--- src/rtl/residue_reader_luma16x16_pkg.sv ---
// residue_reader_luma16x16_pkg: shared intra mode codes, reader states, beat tag type and 4x4 block position helper
package residue_reader_luma16x16_pkg;
  localparam logic [2:0] MODE_V = 3'd0;
  localparam logic [2:0] MODE_H = 3'd1;
  localparam logic [2:0] MODE_DC = 3'd2;
  typedef enum logic [1:0] {IDLE, RUN, DRAIN, REJ} state_t;
  typedef struct packed {
    logic [1:0] y;
    logic [1:0] x;
  } blk_pos_t;
  typedef struct packed {
    logic        last;
    logic [3:0]  blk;
    logic [1:0]  row;
    logic [31:0] data;
  } beat_t;
  function automatic blk_pos_t blk_pos(input logic [3:0] b);
    return '{y: {b[3], b[1]}, x: {b[2], b[0]}};
  endfunction
endpackage

--- src/rtl/residue_reader_luma16x16_if.sv ---
// residue_reader_luma16x16_if: request, residue memory read and transform output bus of the macroblock reader
interface residue_reader_luma16x16_if #(parameter int AW = 14);
  logic          req_valid;
  logic          req_ready;
  logic [8:0]    req_mbnumber;
  logic [2:0]    req_mode;
  logic [AW-1:0] mem_addr;
  logic          mem_rd;
  logic [31:0]   mem_rdata;
  logic          out_valid;
  logic          out_ready;
  logic [31:0]   out_data;
  logic [3:0]    out_blk;
  logic [1:0]    out_row;
  logic          out_last;
  logic [2:0]    out_mode;
  logic          err;
  modport master (
    input  req_valid, req_mbnumber, req_mode, mem_rdata, out_ready,
    output req_ready, mem_addr, mem_rd, out_valid, out_data, out_blk, out_row, out_last, out_mode, err
  );
  modport slave (
    output req_valid, req_mbnumber, req_mode, mem_rdata, out_ready,
    input  req_ready, mem_addr, mem_rd, out_valid, out_data, out_blk, out_row, out_last, out_mode, err
  );
endinterface

--- src/rtl/residue_reader_luma16x16_fifo2_tagged.sv ---
// fifo2_tagged: two-entry fall-through FIFO of tagged residue beats, empty push bypasses straight to the output
module fifo2_tagged
  import residue_reader_luma16x16_pkg::*;
(
  input  logic       clk,
  input  logic       reset,
  input  logic       push,
  input  beat_t      in_beat,
  input  logic       ready,
  output logic       valid,
  output logic       pop,
  output beat_t      out_beat,
  output logic [1:0] occ
);
  beat_t head_q, head_d, tail_q, tail_d;
  logic [1:0] cnt_q, cnt_d;
  always_comb begin
    valid = cnt_q != 2'd0 || push;
    pop = valid && ready;
    out_beat = cnt_q != 2'd0 ? head_q : (push ? in_beat : '0);
    cnt_d = cnt_q + {1'b0, push} - {1'b0, pop};
    head_d = pop ? (cnt_q == 2'd2 ? tail_q : in_beat) : (cnt_q == 2'd0 ? in_beat : head_q);
    tail_d = push ? in_beat : tail_q;
  end
  always_ff @(posedge clk or negedge reset) begin
    if (!reset) begin
      cnt_q <= '0;
      head_q <= '0;
      tail_q <= '0;
    end else begin
      cnt_q <= cnt_d;
      head_q <= head_d;
      tail_q <= tail_d;
    end
  end
  assign occ = cnt_q;
endmodule

--- src/rtl/residue_reader_luma16x16.sv ---
// residue_reader_luma16x16: streams one 16x16 luma residue MB from frame memory as 64 4x4-block row beats
module residue_reader_luma16x16
  import residue_reader_luma16x16_pkg::*;
#(
  parameter int WIDTH = 256,
  parameter int HEIGHT = 256
) (
  input logic                       clk,
  input logic                       reset,
  residue_reader_luma16x16_if.master bus
);
  localparam int unsigned MBS_X = WIDTH / 16;
  localparam int unsigned NUM_MB = MBS_X * (HEIGHT / 16);
  localparam int unsigned W4 = WIDTH / 4;
  localparam int AW = $clog2(WIDTH * HEIGHT / 4);
  state_t state_q, state_d;
  logic [5:0] rd_cnt_q, rd_cnt_d, idx_q, idx_d;
  logic [8:0] mbx_q, mbx_d, mby_q, mby_d;
  logic [2:0] mode_q, mode_d;
  logic rv_q, rv_d, pop, credit;
  logic [1:0] occ;
  logic [AW-1:0] y_a;
  blk_pos_t pos;
  beat_t in_beat, head;
  assign pos = blk_pos(rd_cnt_q[5:2]);
  assign y_a = AW'({mby_q, 4'b0}) + AW'({pos.y, 2'b0}) + AW'(rd_cnt_q[1:0]);
  assign bus.mem_addr = y_a * AW'(W4) + AW'({mbx_q, 2'b0}) + AW'(pos.x);
  assign credit = {1'b0, rv_q} + occ < 2'd2 + {1'b0, pop};
  assign bus.mem_rd = state_q == RUN && credit;
  assign bus.req_ready = state_q == IDLE;
  assign bus.err = state_q == REJ;
  assign bus.out_mode = mode_q;
  assign in_beat = '{last: idx_q == 6'd63, blk: idx_q[5:2], row: idx_q[1:0], data: bus.mem_rdata};
  fifo2_tagged u_fifo (
    .clk      (clk),
    .reset    (reset),
    .push     (rv_q),
    .in_beat  (in_beat),
    .ready    (bus.out_ready),
    .valid    (bus.out_valid),
    .pop      (pop),
    .out_beat (head),
    .occ      (occ)
  );
  assign bus.out_data = head.data;
  assign bus.out_blk = head.blk;
  assign bus.out_row = head.row;
  assign bus.out_last = head.last;
  always_comb begin
    state_d = state_q;
    rd_cnt_d = rd_cnt_q;
    mbx_d = mbx_q;
    mby_d = mby_q;
    mode_d = mode_q;
    rv_d = bus.mem_rd;
    idx_d = rd_cnt_q;
    case (state_q)
      IDLE: begin
        if (bus.req_valid && 32'(bus.req_mbnumber) >= NUM_MB) state_d = REJ;
        else if (bus.req_valid) begin
          state_d = RUN;
          rd_cnt_d = '0;
          mbx_d = 9'(32'(bus.req_mbnumber) % MBS_X);
          mby_d = 9'(32'(bus.req_mbnumber) / MBS_X);
          mode_d = bus.req_mode;
        end
      end
      RUN: begin
        rd_cnt_d = bus.mem_rd ? rd_cnt_q + 6'd1 : rd_cnt_q;
        state_d = bus.mem_rd && rd_cnt_q == 6'd63 ? DRAIN : RUN;
      end
      DRAIN: state_d = pop && head.last ? IDLE : DRAIN;
      default: state_d = IDLE;
    endcase
  end
  always_ff @(posedge clk or negedge reset) begin
    if (!reset) begin
      state_q <= IDLE;
      rd_cnt_q <= '0;
      idx_q <= '0;
      mbx_q <= '0;
      mby_q <= '0;
      mode_q <= '0;
      rv_q <= 1'b0;
    end else begin
      state_q <= state_d;
      rd_cnt_q <= rd_cnt_d;
      idx_q <= idx_d;
      mbx_q <= mbx_d;
      mby_q <= mby_d;
      mode_q <= mode_d;
      rv_q <= rv_d;
    end
  end
endmodule

--- src/flat_wrapper.sv ---
// flat-port wrapper written by rule: the top's interface ports become plain ports
module residue_reader_luma16x16_flat import residue_reader_luma16x16_pkg::*;
#(
  parameter int WIDTH = 256,
  parameter int HEIGHT = 256
)
  (clk, reset, bus_req_valid, bus_req_mbnumber, bus_req_mode, bus_mem_rdata, bus_out_ready, bus_req_ready, bus_mem_addr, bus_mem_rd, bus_out_valid, bus_out_data, bus_out_blk, bus_out_row, bus_out_last, bus_out_mode, bus_err);
  residue_reader_luma16x16_if #(.AW((14))) bus_i ();
  input logic clk;
  input logic reset;
  input wire logic [$bits(bus_i.req_valid)-1:0] bus_req_valid;
  input wire logic [$bits(bus_i.req_mbnumber)-1:0] bus_req_mbnumber;
  input wire logic [$bits(bus_i.req_mode)-1:0] bus_req_mode;
  input wire logic [$bits(bus_i.mem_rdata)-1:0] bus_mem_rdata;
  input wire logic [$bits(bus_i.out_ready)-1:0] bus_out_ready;
  output wire logic [$bits(bus_i.req_ready)-1:0] bus_req_ready;
  output wire logic [$bits(bus_i.mem_addr)-1:0] bus_mem_addr;
  output wire logic [$bits(bus_i.mem_rd)-1:0] bus_mem_rd;
  output wire logic [$bits(bus_i.out_valid)-1:0] bus_out_valid;
  output wire logic [$bits(bus_i.out_data)-1:0] bus_out_data;
  output wire logic [$bits(bus_i.out_blk)-1:0] bus_out_blk;
  output wire logic [$bits(bus_i.out_row)-1:0] bus_out_row;
  output wire logic [$bits(bus_i.out_last)-1:0] bus_out_last;
  output wire logic [$bits(bus_i.out_mode)-1:0] bus_out_mode;
  output wire logic [$bits(bus_i.err)-1:0] bus_err;
  assign bus_i.req_valid = bus_req_valid;
  assign bus_i.req_mbnumber = bus_req_mbnumber;
  assign bus_i.req_mode = bus_req_mode;
  assign bus_i.mem_rdata = bus_mem_rdata;
  assign bus_i.out_ready = bus_out_ready;
  assign bus_req_ready = bus_i.req_ready;
  assign bus_mem_addr = bus_i.mem_addr;
  assign bus_mem_rd = bus_i.mem_rd;
  assign bus_out_valid = bus_i.out_valid;
  assign bus_out_data = bus_i.out_data;
  assign bus_out_blk = bus_i.out_blk;
  assign bus_out_row = bus_i.out_row;
  assign bus_out_last = bus_i.out_last;
  assign bus_out_mode = bus_i.out_mode;
  assign bus_err = bus_i.err;
  residue_reader_luma16x16 #(.WIDTH(WIDTH), .HEIGHT(HEIGHT)) u_core (.clk(clk), .reset(reset), .bus(bus_i));
endmodule
--- config.mk ---
export PLATFORM = sky130hd
export DESIGN_NAME = residue_reader_luma16x16_flat
export DESIGN_NICKNAME = d
export VERILOG_FILES = /design/src/rtl/residue_reader_luma16x16_pkg.sv /design/src/rtl/residue_reader_luma16x16_if.sv /design/src/rtl/residue_reader_luma16x16_fifo2_tagged.sv /design/src/rtl/residue_reader_luma16x16.sv /design/src/flat_wrapper.sv
export SDC_FILE = /design/constraint.sdc
export NUM_CORES = 1
export LEC_CHECK = 0
export BUFFER_PORTS_ARGS = -buffer_cell sky130_fd_sc_hd__buf_2
export CORE_AREA = 2 2 122 147
export DETAILED_ROUTE_END_ITERATION = 6
export DIE_AREA = 0 0 124 149
export GPL_TIMING_DRIVEN = 1
export HOLD_SLACK_MARGIN = 0.12
export PLACE_DENSITY_LB_ADDON = 0.15
export SLEW_MARGIN = 30
export SYNTH_ARGS = -nofsm -noshare
export SYNTH_HDL_FRONTEND = slang
export SYNTH_SLANG_ARGS = --single-unit
--- constraint.sdc ---
create_clock -name clk -period 1.9 [get_ports clk]
set_input_delay 0.095 -clock clk [delete_from_list [all_inputs] [get_ports clk]]
set_output_delay 0.095 -clock clk [all_outputs]
set_load 0.1 [all_outputs]
Word level (Yosys, flattened, before mapping)
Index checks and enable logic that the tools add are counted.
- $add $sub $neg: 8
- reduce and logical (&&, ||, !) cells: 13
- multiply operators: 0
- equality and inequality tests: 10
- div/mod/pow operators: 0
- shift operators: 0
- magnitude comparators: 2
- bitwise logic cells: 1
- multiplexer cells: 14
- operator list (operator ; number):
    $mux 39 ; 5
    $mux 6 ; 3
    $add 14x2->14 ; 1
    $add 14x6->14 ; 1
    $eq 6x6->1 const B ; 2
    $pmux 6 s2 ; 1
    $ge 9x9->1 const B ; 1
    $add 8x2->8 ; 1
    $add 8x4->8 ; 1
    $mux 2 ; 4
    $add 6x1->6 const B ; 1
    $eq 2x2->1 const B ; 3
    $pmux 2 s3 ; 1
    $reduce_bool 2->1 ; 3
    $logic_and 1x1->1 ; 5
    $logic_not 2->1 ; 2
    $ne 2x2->1 const B ; 2
    $reduce_and 4->1 ; 1
    $ne 3x2->1 const B ; 1
    $reduce_and 3->1 ; 1
    $add 1x2->2 ; 1
    $add 2x1->2 const A ; 1
    $eq 2x1->1 const B ; 1
    $lt 2x2->1 ; 1
    other kinds (4) ; 4
- logic and storage cells: 64
- RAM bits: 0
- output and inout port bits: 60
- latch bits: 0
- bits in read-only memories: 0
- flip-flop bits (word level): 106
- memories kept: 0

Logic depth before layout (Yosys ltp)
Gate-level depths: netlist of run 1.
- word-level depth: 9
- mapped depth: 10

By module
Synthesis of run 1 repeated with hierarchy kept, for this count alone.
- cell total of the unflattened synthesis: 435
- area total of the unflattened synthesis: 4904.7 um2
- modules (own cells, without submodules) (module ; sequential area each (um2) ; cells an instance ; times used ; area each (um2)):
    fifo2_tagged ; 2001.9 ; 325 ; 1 ; 3773.6
    residue_reader_luma16x16 ; 650.6 ; 110 ; 1 ; 1131.1

Worst setup path after synthesis of run 1
No wires, ideal clock.
- path type: register to output
- start: reg u_core.rv_q
- end: out bus_out_blk[0]
- arrival time: 3181 ps
- stages on the path, launching flop included: 5
- buffers on the path: 2
- setup slack: -1376 ps
- path through: dfrtp_1 -> clkbuf_1 -> buf_1 -> nand2_1 -> o21ai_0
- longest elaborated chain between the ends: 2
- ends and longest elaborated chain (element ; RTL line ; RTL):
    from (decl) ; residue_reader_luma16x16.sv:20 ; logic rv_q, rv_d, pop, credit;
    from (signal assigned) ; residue_reader_luma16x16.sv:92 ; rv_q <= rv_d;
    $mux 39 (2 in series) ; residue_reader_luma16x16_fifo2_tagged.sv:20 ; out_beat = cnt_q != 2'd0 ? head_q : (push ? in_beat : '0);
    to (decl) ; flat_wrapper.sv:21 ; output wire logic [$bits(bus_i.out_blk)-1:0] bus_out_blk;
No other way between the ends.

Worst setup path in the final report of run 1
- start: reg u_core.rv_q
- end: out bus_mem_rd
- longest elaborated chain between the ends: 5
- ends and longest elaborated chain (element ; RTL line ; RTL):
    $logic_or 1x1->1 ; residue_reader_luma16x16_fifo2_tagged.sv:18 ; valid = cnt_q != 2'd0 || push;
    $logic_and 1x1->1 ; residue_reader_luma16x16_fifo2_tagged.sv:19 ; pop = valid && ready;
    $add 2x1->2 ; residue_reader_luma16x16.sv:28 ; assign credit = {1'b0, rv_q} + occ < 2'd2 + {1'b0, pop};
    $lt 2x2->1 (*) ; residue_reader_luma16x16.sv:28 ;
    $logic_and 1x1->1 (*) ; residue_reader_luma16x16.sv:29 ; assign bus.mem_rd = state_q == RUN && credit;
    to (decl) ; flat_wrapper.sv:18 ; output wire logic [$bits(bus_i.mem_rd)-1:0] bus_mem_rd;
Mark *: on every way between the ends. The rest lies on a longest branch, timed or not.

==> insert_results.sql, run 1 <==
INSERT INTO impl_metrics (metric_group, metric, value, unit) VALUES
('critical_path', 'rr_worst_depth', '9', ''),
('layout', 'areaGrowthSynthToFinish', '72.36', '%'),
('floorplanning', 'die_width', '124', 'um'),
('layout', 'drive_above_1_share', '35.96', '%'),
('critical_path', 'crit-reg2reg-capture', 'u_core.idx_d[2]', ''),
('floorplanning', 'num_rows', '53', ''),
('synthesis', 'ys_seq_area_share', '54.67', '%'),
('global_routing', 'grt_remaining_overflow', '0', ''),
('synthesis', 'share_of_flip_flops_with_an_asynchronous_set_or_reset', '100.0', '%'),
('global_routing', 'track_usage', '16.56', '%'),
('route', 'number_of_vias_in_the_routed_layout', '4380', ''),
('sta', 'layout_setup_ws', '-0.3000', 'ns'),
('cts', 'cts.root.buffer_cell', 'sky130_fd_sc_hd__clkbuf_16', ''),
('cts', 'clkLatencyLatePin', '0.35', 'ns'),
('route', 'avgViaCountPerCell', '4.645', ''),
('placement', 'detailedPlacementHpwl', '8.257', 'mm'),
('sta', 'fin_setup_tns', '-4.244', 'ns'),
('sta', 'timing.final.max_slew_violations', '0', ''),
('critical_path', 'r2r_setup_slack', '-0.24', 'ns'),
('route', 'met3_wirelength', '570', 'um'),
('synthesis', 'syn_avg_cell_area', '8.969', 'sq um'),
('worst_hold_path', 'hold_path.class', 'input port to flop', ''),
('sta', 'tightest_slew', '0.5248', 'ns'),
('synthesis', 'synth.yosys.warnings', '0', ''),
('synthesis', 'synth_cell_type_count', '33', ''),
('layout', 'insertedDiodeCount', '0', ''),
('critical_path', 'crit_start', 'u_core.rv_q', ''),
('global_routing', 'grt_antenna_before_repair', '0', ''),
('route', 'detail_route.iter0.violations', '203', ''),
('critical_path', 'maximum_fanout_count_along_the_critical_path', '3', ''),
('cts', 'path_clk_slew', '0.07', 'ns'),
('layout', 'instances_no_fill', '943', ''),
('synthesis', 'synth_seq_cells', '106', ''),
('route', 'antenna_violating_nets_post_route', '0', ''),
('status', 'violations', 'negative setup slack', ''),
('synthesis', 'ys.flop_type', 'sky130_fd_sc_hd__dfrtp_1', ''),
('critical_path', 'setup.worst_path.end', 'bus_mem_rd', ''),
('sta', 'final_min_period_over_clock_period', '115.8', '%'),
('critical_path', 'critPathCaptureType', 'primary output', ''),
('synthesis', 'synth_enable_flop_cells', '0', ''),
('run', 'timing.max_cap.violations', '0', ''),
('critical_path', 'worst_endpoint_required_time', '1.80', 'ns'),
('placement', 'port_buffers', '107', ''),
('placement', 'placed_instances', '852', ''),
('synthesis', 'mappedNetlistArea', '0.004852', 'sq mm'),
('critical_path', 'critical_path_arrival', '2.10', 'ns'),
('critical_path', 'crit_path_start_kind', 'flop', ''),
('floorplanning', 'die_area', '0.01848', 'sq mm'),
('route', 'm1WireLength', '6.363', 'mm'),
('critical_path', 'worst_r2r_startpoint', 'u_core.rv_q', ''),
('global_routing', 'grt_start_max_net_pins', '79', ''),
('sta', 'clock_skew', '0.005939', 'ns'),
('sta', 'final.min_clock_period', '2.200', 'ns'),
('sta', 'grt_setup_unrepaired', 'true', ''),
('floorplanning', 'die_height', '149', 'um'),
('global_routing', 'grt_first_pass_wirelength', '23.65', 'mm'),
('layout', 'multi_input_area', '0.002572', 'sq mm'),
('worst_hold_path', 'timing.hold.worst.start', 'bus_out_ready', ''),
('cts', 'clk_path_buf_depth', '2', ''),
('cts', 'tritoncts', 'done', ''),
('route', 'top_layer', 'met4', ''),
('cts', 'clkSinkCount', '106', ''),
('floorplanning', 'core', '0.01724', 'sq mm'),
('floorplanning', 'num_io_pins', '108', ''),
('layout', 'register_area', '0.002654', 'sq mm'),
('route', 'detailedRoute.firstPassIterationCount', '4', ''),
('sta', 'hold_viol', '0', ''),
('cts', 'cts_buffers', '9', ''),
('cts', 'clock_tree.htree_level_count', '3', ''),
('synthesis', 'synth_fp_nets', '593', ''),
('placement', 'globalplace.congestion', '0.7445', ''),
('global_routing', 'vias_in_the_first_global_route', '4568', ''),
('floorplanning', 'initial_util', '28.14', '%'),
('sta', 'fmax', '454.6', 'MHz'),
('sta', 'maxSlewHeadroom', '65.02', '%'),
('route', 'wl_per_instance', '15.18', 'um'),
('layout', 'final_net_count', '770', ''),
('critical_path', 'critPathKind', 'flop to primary output', ''),
('route', 'post_detailed_route_drc_marker_count', '0', ''),
('synthesis', 'synth_cells', '541', ''),
('layout', 'fillers', '1576', ''),
('route', 'drt_wl_total', '14.32', 'mm'),
('route', 'detailroute.wirelength.met2', '7.282', 'mm'),
('sta', 'final_count_of_negative_setup_slack_endpoints', '46', ''),
('status', 'run_status', 'finished with violations', '');
[how the worst min path moves through the flow]
stage,to,slack [ns],depth (start not counted)
finish,u_core.state_q[1],0.16,3
global placement,u_core.u_fifo.tail_q[8],0.04,1
floorplan,u_core.bus.out_mode[0],-0.20,0
CTS,u_core.state_q[1],0.14,3
detailed placement,u_core.u_fifo.head_q[8],0.04,1
global route,u_core.state_q[1],0.19,3
[sequential cells by signal, indices dropped and copies added, names as in the netlist]
signal,count
u_core.mbx_q,4
u_core.u_fifo.tail_q,39
u_core.rv_q,1
u_core.idx_q,6
u_core.u_fifo.occ,2
u_core.bus.out_mode,3
u_core.mby_q,4
u_core.state_q,2
u_core.idx_d,6
u_core.u_fifo.head_q,39
[kinds of logic after synthesis]
family	count (synthesis)	synth area share, %
xor gates and xnor gates	1	0.1805
and+or+nand+nor	179	15.42
AOI/OAI and AO/OA	130	13.77
DFF	106	54.67
buffers and inverters	82	6.885
adders and majority gates	4	1.032
muxes	39	8.045
[routing by layer]
layer	global-route usage (%)	vias to the layer above
li1	-	2144
met1	21.32	2139
met2	28.54	87
met3	3.173	10
met4	3.989	0
met5	0	-
[layout by cell type, fill, tap and decap left out, types with 2 or more instances in the layout]
master and n:
sky130_fd_sc_hd__dfrtp_1 105, sky130_fd_sc_hd__nand2_1 79, sky130_fd_sc_hd__buf_2 66, sky130_fd_sc_hd__buf_12 57
sky130_fd_sc_hd__dlygate4sd3_1 45, sky130_fd_sc_hd__inv_1 44, sky130_fd_sc_hd__o21ai_0 42, sky130_fd_sc_hd__a21oi_1 42
sky130_fd_sc_hd__nor2_1 40, sky130_fd_sc_hd__o21ai_4 39, sky130_fd_sc_hd__mux2i_1 39, sky130_fd_sc_hd__nand2_4 21
sky130_fd_sc_hd__buf_4 18, sky130_fd_sc_hd__nand2_2 15, sky130_fd_sc_hd__clkbuf_16 9, sky130_fd_sc_hd__buf_16 7
sky130_fd_sc_hd__nand3_1 5, sky130_fd_sc_hd__or3_1 4, sky130_fd_sc_hd__buf_6 4, sky130_fd_sc_hd__clkbuf_1 3
sky130_fd_sc_hd__bufbuf_16 3, sky130_fd_sc_hd__inv_2 2, sky130_fd_sc_hd__or2_4 2, sky130_fd_sc_hd__nand4_1 2
sky130_fd_sc_hd__ha_1 2, sky130_fd_sc_hd__ha_4 2, sky130_fd_sc_hd__clkinv_4 2
[layout make-up]
| cell class | count | area share (%) |
|---|---|---|
| Inverter | 47 | 2.154 |
| Clock inverter | 4 | 0.6284 |
| Clock buffer | 12 | 2.828 |
| Timing Repair Buffer | 200 | 28.61 |
| Sequential cell | 106 | 31.73 |
| Tap cell | 220 | 3.291 |
| Multi-Input combinational cell | 354 | 30.76 |
[cell usage after synthesis (2+ instances only)]
cell | count | share of area [%]
sky130_fd_sc_hd__a21oi_1 | 43 | 4.4
sky130_fd_sc_hd__and2_1 | 2 | 0.26
sky130_fd_sc_hd__buf_2 | 8 | 0.83
sky130_fd_sc_hd__buf_4 | 2 | 0.31
sky130_fd_sc_hd__clkbuf_1 | 22 | 1.7
sky130_fd_sc_hd__dfrtp_1 | 106 | 55
sky130_fd_sc_hd__ha_1 | 4 | 1.0
sky130_fd_sc_hd__inv_1 | 47 | 3.6
sky130_fd_sc_hd__mux2i_1 | 39 | 8.0
sky130_fd_sc_hd__nand2_1 | 115 | 8.9
sky130_fd_sc_hd__nand3_1 | 5 | 0.52
sky130_fd_sc_hd__nand4_1 | 2 | 0.26
sky130_fd_sc_hd__nor2_1 | 40 | 3.1
sky130_fd_sc_hd__o21ai_0 | 82 | 8.5
sky130_fd_sc_hd__or2_2 | 2 | 0.26
sky130_fd_sc_hd__or3_1 | 5 | 0.64
[metrics by stage]
step	hold slack, ns	util (%)	instance area (sq um)	worst slack [ns]
finish	0.1576	48.51	8363	-0.3000
global placement	0.03733	39.52	6814	-0.1962
global route	0.1939	48.51	8363	-0.3891
floorplan	-0.2006	-	5344	-0.5829
detailed placement	0.03866	39.52	6814	-0.2318
CTS	0.1432	48.74	8403	-0.3098
[what timing repair did]
item                       CTS  global route
gates resized for setup     80             8
hold endpoints to repair   182             0
setup endpoints to repair   48            48
cloned                      14             0
setup buffers               18             3
hold buffers                45             0
pin swaps                   39            16
[worst max-delay path, cell delays in order (launching register included)]
cell	delay [ns]
sky130_fd_sc_hd__dfrtp_2	0.42
sky130_fd_sc_hd__ha_1	0.29
sky130_fd_sc_hd__inv_2	0.07
sky130_fd_sc_hd__ha_4	0.13
sky130_fd_sc_hd__inv_2	0.04
sky130_fd_sc_hd__ha_4	0.14
sky130_fd_sc_hd__or3b_4	0.38
sky130_fd_sc_hd__clkinvlp_4	0.11
sky130_fd_sc_hd__buf_12	0.17
Power of run 1 is left out: the tool's default activity adds up to more than one toggle a clock period on the data nets, which glitch-free logic cannot reach.
==> inputs of run 2 (changes only) <==
==> constraint.sdc (replaced) <==
create_clock -name clk -period 1.9 [get_ports clk]
set_input_delay 0.19 -clock clk [delete_from_list [all_inputs] [get_ports clk]]
set_output_delay 0.19 -clock clk [all_outputs]
set_load 0.1 [all_outputs]
==> run 2 against run 1 <==
The flow still finishes with violations (negative setup slack). Wire length decreased by 2.7%. Non-clock buffer count decreased by 39. Die area unchanged. Maximum frequency decreased by 0.76%. Sequential cell count unchanged. Critical path depth unchanged. Final area decreased by 5.0%. Cell count decreased by 4.2%. Clock skew increased by 0.0011 ns. Global-route usage decreased by 1.1 points. Setup slack got worse by 0.017 ns. First-iteration DRC count decreased by 16%. Critical path type unchanged.
==> insert_results.sql, run 2 (synthesized netlist as in run 1, its figures left out) <==
INSERT INTO impl_metrics (metric_group, metric, value, unit) VALUES
('layout', 'insertedDiodeCount', '0', ''),
('route', 'number_of_vias_in_the_routed_layout', '4243', ''),
('critical_path', 'r2r_setup_slack', '-0.17', 'ns'),
('placement', 'port_buffers', '107', ''),
('critical_path', 'crit_path_start_kind', 'flop', ''),
('floorplanning', 'num_io_pins', '108', ''),
('layout', 'largest_registers', 'u_core.u_fifo.head_q x39, u_core.u_fifo.tail_q x39', ''),
('layout', 'layout_common_cells', 'sky130_fd_sc_hd__dfrtp_1, sky130_fd_sc_hd__nand2_1, sky130_fd_sc_hd__buf_2', ''),
('floorplanning', 'num_rows', '53', ''),
('critical_path', 'crit_start', 'u_core.rv_q', ''),
('cts', 'tritoncts', 'done', ''),
('critical_path', 'rr_worst_depth', '9', ''),
('critical_path', 'crit-reg2reg-capture', 'u_core.idx_d[2]', ''),
('floorplanning', 'core', '0.01724', 'sq mm'),
('route', 'detailedRoute.firstPassIterationCount', '4', ''),
('floorplanning', 'initial_util', '28.14', '%'),
('floorplanning', 'die_area', '0.01848', 'sq mm'),
('global_routing', 'grt_start_max_net_pins', '79', ''),
('route', 'post_detailed_route_drc_marker_count', '0', ''),
('sta', 'final_min_period_over_clock_period', '116.7', '%'),
('placement', 'detailedPlacementHpwl', '8.159', 'mm'),
('placement', 'globalplace.congestion', '0.7274', ''),
('cts', 'cts.root.buffer_cell', 'sky130_fd_sc_hd__clkbuf_16', ''),
('placement', 'pre_cts_slack', '-0.2366', 'ns'),
('global_routing', 'track_usage', '15.47', '%'),
('sta', 'clock_skew', '0.007013', 'ns'),
('status', 'run_status', 'finished with violations', ''),
('critical_path', 'critPathKind', 'flop to primary output', ''),
('global_routing', 'grt_first_pass_wirelength', '22.20', 'mm'),
('floorplanning', 'die_width', '124', 'um'),
('sta', 'hold_viol', '0', ''),
('route', 'avgViaCountPerCell', '4.699', ''),
('run', 'timing.max_cap.violations', '0', ''),
('floorplanning', 'die_height', '149', 'um'),
('sta', 'maxSlewHeadroom', '63.97', '%'),
('route', 'detail_route.iter0.violations', '171', ''),
('critical_path', 'setup.worst_path.end', 'bus_mem_rd', ''),
('critical_path', 'critPathCaptureType', 'primary output', ''),
('status', 'violations', 'negative setup slack', ''),
('sta', 'fmax', '451.1', 'MHz'),
('global_routing', 'vias_in_the_first_global_route', '4393', ''),
('critical_path', 'critical_path_arrival', '2.03', 'ns'),
('cts', 'clkSinkCount', '106', ''),
('route', 'drt_wl_total', '13.93', 'mm'),
('layout', 'fillers', '1635', ''),
('layout', 'areaGrowthSynthToFinish', '63.72', '%'),
('cts', 'clk_path_buf_depth', '2', ''),
('sta', 'layout_setup_ws', '-0.3167', 'ns'),
('sta', 'tightest_slew', '0.5404', 'ns'),
('sta', 'grt_setup_unrepaired', 'true', ''),
('route', 'wl_per_instance', '15.43', 'um'),
('global_routing', 'grt_antenna_before_repair', '0', ''),
('critical_path', 'worst_r2r_startpoint', 'u_core.rv_q', ''),
('layout', 'final_net_count', '730', ''),
('sta', 'timing.final.max_slew_violations', '0', ''),
('layout', 'drive_above_1_share', '37.92', '%'),
('cts', 'path_clk_slew', '0.07', 'ns'),
('sta', 'final_count_of_negative_setup_slack_endpoints', '44', ''),
('layout', 'register_area', '0.002655', 'sq mm'),
('worst_hold_path', 'hold_path.class', 'input port to flop', ''),
('route', 'antenna_violating_nets_post_route', '0', ''),
('critical_path', 'worst_endpoint_required_time', '1.71', 'ns'),
('cts', 'clkLatencyLatePin', '0.34', 'ns'),
('cts', 'clock_tree.htree_level_count', '3', ''),
('layout', 'layout_commonest_cell', 'sky130_fd_sc_hd__dfrtp_1', ''),
('critical_path', 'maximum_fanout_count_along_the_critical_path', '3', ''),
('layout', 'multi_input_area', '0.002566', 'sq mm'),
('global_routing', 'grt_remaining_overflow', '0', ''),
('sta', 'final.min_clock_period', '2.217', 'ns'),
('cts', 'cts_buffers', '9', '');
==> run 2: worst min-delay path by stage <==
stage / from / end / slack (ns) / cells after the start
2_1_floorplan: reset / u_core.bus.out_mode[0] / -0.11 / 0
6_report: bus_mem_rdata[16] / u_core.u_fifo.tail_q[16] / 0.15 / 3
3_5_place_dp: reset / u_core.u_fifo.tail_q[12] / 0.21 / 1
4_1_cts: bus_mem_rdata[16] / u_core.u_fifo.tail_q[16] / 0.13 / 3
3_3_place_gp: reset / u_core.u_fifo.tail_q[12] / 0.22 / 1
5_1_grt: bus_mem_rdata[16] / u_core.u_fifo.tail_q[16] / 0.15 / 3
==> run 2: final cells by class <==
| class | count | area share [%] |
|---|---|---|
| tap | 220 | 3.465 |
| clock buffer | 11 | 3.182 |
| inverter | 47 | 2.268 |
| multi-input combinational | 353 | 32.30 |
| clock inverter | 5 | 0.4568 |
| timing repair buffer | 161 | 24.90 |
| sequential | 106 | 33.42 |
==> run 2: timing repair <==
action | 4_1_cts | 5_1_grt
gates cloned | 8 | 4
pin swaps | 18 | 23
hold endpoints to repair | 50 | 0
setup buffers | 9 | 2
hold buffers | 13 | 0
setup endpoints to repair | 47 | 49
gates resized for setup | 43 | 41
==> run 2: critical path, cell delays in order, from the launching register on <==
cell,delay (ns)
sky130_fd_sc_hd__dfrtp_2,0.44
sky130_fd_sc_hd__or3_4,0.38
sky130_fd_sc_hd__and2_4,0.15
sky130_fd_sc_hd__ha_4,0.15
sky130_fd_sc_hd__inv_2,0.05
sky130_fd_sc_hd__ha_4,0.12
sky130_fd_sc_hd__or3b_4,0.13
sky130_fd_sc_hd__clkinvlp_4,0.10
sky130_fd_sc_hd__buf_12,0.17
==> run 2: per-stage QoR <==
stage	hold slack (ns)	setup TNS (ns)	instances	util (%)	cell area (sq um)
floorplan	-0.1056	-3.162	541	-	5355
global placement	0.2172	-0.9466	851	39.49	6809
detailed placement	0.2116	-1.222	851	39.49	6809
CTS	0.1275	-9.598	897	44.56	7684
global route	0.1480	-9.235	903	46.07	7944
finish	0.1525	-6.277	903	46.07	7944
==> run 2: metal layers <==
layer  GRT usage (%)  up-vias  share of wire [%]
met4           4.157        0               0.88
met1           19.62     2093                 44
met3           2.829        9                4.1
li1                -     2056                  -
met2           26.92       85                 51
met5               0        -                  0
Power of run 2 is left out for the same reason.
==> inputs of run 3 (changes only) <==
--- a/config.mk
+++ b/config.mk
@@ -11,7 +11,7 @@
 export DIE_AREA = 0 0 124 149
 export GPL_TIMING_DRIVEN = 1
 export HOLD_SLACK_MARGIN = 0.12
-export PLACE_DENSITY_LB_ADDON = 0.15
+export PLACE_DENSITY = 0.6
 export SLEW_MARGIN = 30
 export SYNTH_ARGS = -nofsm -noshare
 export SYNTH_HDL_FRONTEND = slang
==> run 3 against run 2 <==
The flow still finishes with violations (negative setup slack). Highest routed layer is now met5. Register-to-register slack got worse by 0.13 ns. Clock-buffer cell count increased by 1. Non-clock buffer count increased by 8. Setup slack worse by 0.018 ns. Maximum frequency is 0.80% lower.
==> insert_results.sql, run 3 (synthesized netlist as in run 1, its figures left out) <==
INSERT INTO impl_metrics (metric_group, metric, value, unit) VALUES
('status', 'run_status', 'finished with violations', ''),
('status', 'violations', 'negative setup slack', ''),
('sta', 'final.min_clock_period', '2.235', 'ns'),
('route', 'drt_wl_total', '13.76', 'mm'),
('route', 'detail_route.iter0.violations', '265', ''),
('critical_path', 'worst_path_dominant_cell_family', 'simple AND/OR/NAND/NOR gates', ''),
('critical_path', 'cp_cell_sequence', 'or3_4 -> and2_4 -> ha_4 -> inv_2 -> ha_4 -> or3b_4 -> clkinvlp_4 -> buf_12', ''),
('cts', 'clk_path_buf_depth', '2', ''),
('placement', 'pre_cts_slack', '-0.2669', 'ns'),
('cts', 'cts.root.buffer_cell', 'sky130_fd_sc_hd__clkbuf_16', ''),
('floorplanning', 'die_height', '149', 'um'),
('sta', 'layout_setup_ws', '-0.3346', 'ns'),
('global_routing', 'grt_antenna_before_repair', '1', ''),
('sta', 'tightest_slew', '0.5768', 'ns'),
('sta', 'hold_viol', '0', ''),
('sta', 'timing.final.max_slew_violations', '0', ''),
('floorplanning', 'die_area', '0.01848', 'sq mm'),
('sta', 'fmax', '447.5', 'MHz'),
('layout', 'areaGrowthSynthToFinish', '64.13', '%'),
('route', 'number_of_vias_in_the_routed_layout', '4180', ''),
('sta', 'maxSlewHeadroom', '61.55', '%'),
('sta', 'fin_setup_tns', '-8.551', 'ns'),
('worst_hold_path', 'hold_path.class', 'input port to flop', ''),
('run', 'timing.max_cap.violations', '0', ''),
('floorplanning', 'num_rows', '53', ''),
('route', 'wl_per_instance', '15.08', 'um'),
('floorplanning', 'num_io_pins', '108', ''),
('cts', 'clock_tree.htree_level_count', '3', ''),
('sta', 'final_count_of_negative_setup_slack_endpoints', '44', ''),
('cts', 'path_clk_slew', '0.07', 'ns'),
('cts', 'clkLatencyLatePin', '0.35', 'ns'),
('sta', 'grt_setup_unrepaired', 'true', ''),
('sta', 'clock_skew', '0.006667', 'ns'),
('sta', 'final_min_period_over_clock_period', '117.6', '%'),
('cts', 'tritoncts', 'done', ''),
('layout', 'final_net_count', '739', ''),
('global_routing', 'vias_in_the_first_global_route', '4210', ''),
('critical_path', 'critical_path_arrival', '2.04', 'ns'),
('critical_path', 'maximum_fanout_count_along_the_critical_path', '3', ''),
('critical_path', 'crit_path_start_kind', 'flop', ''),
('critical_path', 'critical-path-top-cell-by-count', 'sky130_fd_sc_hd__ha_4', ''),
('layout', 'drive_above_1_share', '37.14', '%'),
('global_routing', 'grt_first_pass_wirelength', '22.16', 'mm'),
('route', 'detailedRoute.firstPassIterationCount', '5', ''),
('worst_hold_path', 'hold_path_depth', '3', ''),
('layout', 'insertedDiodeCount', '0', ''),
('cts', 'cts_buffers', '9', ''),
('sta', 'hold_slack', '0.1477', 'ns'),
('layout', 'layout_commonest_cell', 'sky130_fd_sc_hd__dfrtp_1', ''),
('floorplanning', 'die_width', '124', 'um'),
('critical_path', 'rr_worst_depth', '11', ''),
('global_routing', 'grt_start_max_net_pins', '107', ''),
('placement', 'port_buffers', '107', ''),
('critical_path', 'crit_buf_inv', '3', ''),
('global_routing', 'track_usage', '15.68', '%'),
('route', 'post_detailed_route_drc_marker_count', '0', ''),
('placement', 'detailedPlacementHpwl', '7.522', 'mm'),
('critical_path', 'worst_endpoint_required_time', '1.71', 'ns'),
('critical_path', 'critPathKind', 'flop to primary output', ''),
('layout', 'largest_registers', 'u_core.u_fifo.head_q x39, u_core.u_fifo.tail_q x39', ''),
('route', 'avgViaCountPerCell', '4.583', ''),
('route', 'antenna_violating_nets_post_route', '0', ''),
('layout', 'final_cell_utilization_of_the_core', '46.19', '%'),
('critical_path', 'critPathCaptureType', 'primary output', ''),
('critical_path', 'worst-path-stages', '8', ''),
('critical_path', 'worst_path_cell_with_the_longest_stage_delay', 'sky130_fd_sc_hd__dfrtp_2', ''),
('cts', 'clkSinkCount', '106', ''),
('floorplanning', 'initial_util', '28.14', '%'),
('critical_path', 'critPathMaxStageDelay', '0.44', 'ns'),
('layout', 'layout_common_cells', 'sky130_fd_sc_hd__dfrtp_1, sky130_fd_sc_hd__nand2_1, sky130_fd_sc_hd__buf_2', ''),
('global_routing', 'grt_remaining_overflow', '0', ''),
('floorplanning', 'core', '0.01724', 'sq mm'),
('placement', 'globalplace.congestion', '0.7313', '');
run 3: final cells by class:
class	count	area [sq um]
clock buffers	12	266.5
multi-input cells	354	2535
well taps	220	275.3
clock inverters	4	25.02
flip-flops and latches	106	2654
inverters	47	180.2
fillers	1595	9278
repair buffers	169	2028
run 3: metal layers:
layer  track usage, %  routed length, um  vias up
li1                 -                  -     2077
met1            20.74               6109     2000
met2            25.91               6868       89
met3            3.058                589       12
met4            4.775                175        2
met5                0                 13        -
run 3: worst register-to-register path: cells and delay by family, from the launching register on:
| kind | cells | cell delay, ns |
|---|---|---|
| and+or+nand+nor | 1 | 0.39 |
| buffers and inverters | 5 | 0.50 |
| adders and majority gates | 3 | 0.51 |
| DFF | 1 | 0.44 |
| AOI/OAI and AO/OA | 2 | 0.27 |
run 3: final timing paths:
kind | start | endpoint | slack, ns
setup reg to reg | u_core.rv_q | u_core.idx_d[2] | -0.30
max in group asynchronous | reset | u_core.u_fifo.head_q[12] | 1.01
hold reg to reg | u_core.idx_d[4] | u_core.idx_q[4] | 0.46
min in group asynchronous | reset | u_core.mby_q[0] | 0.45
setup / recovery | u_core.rv_q | bus_mem_rd | -0.33
hold / removal | bus_mem_rdata[28] | u_core.u_fifo.tail_q[28] | 0.15
run 3: repair_timing:
| item | in CTS | in global routing |
|---|---|---|
| setup endpoints to repair | 48 | 61 |
| endpoints found under the hold margin | 118 | 0 |
| hold buffers | 13 | 0 |
| cloned | 14 | 1 |
| pin swaps | 35 | 15 |
| resized for setup | 66 | 18 |
| buffers inserted | 14 | 10 |
run 3: metrics by stage:
stage | area [sq um] | std cells
after global placement | 6817 | 852
after CTS | 7969 | 908
final | 7964 | 912
after floorplan | 5355 | 541
after global routing | 7964 | 912
after detailed placement | 6817 | 852
Power of run 3 is left out for the same reason.
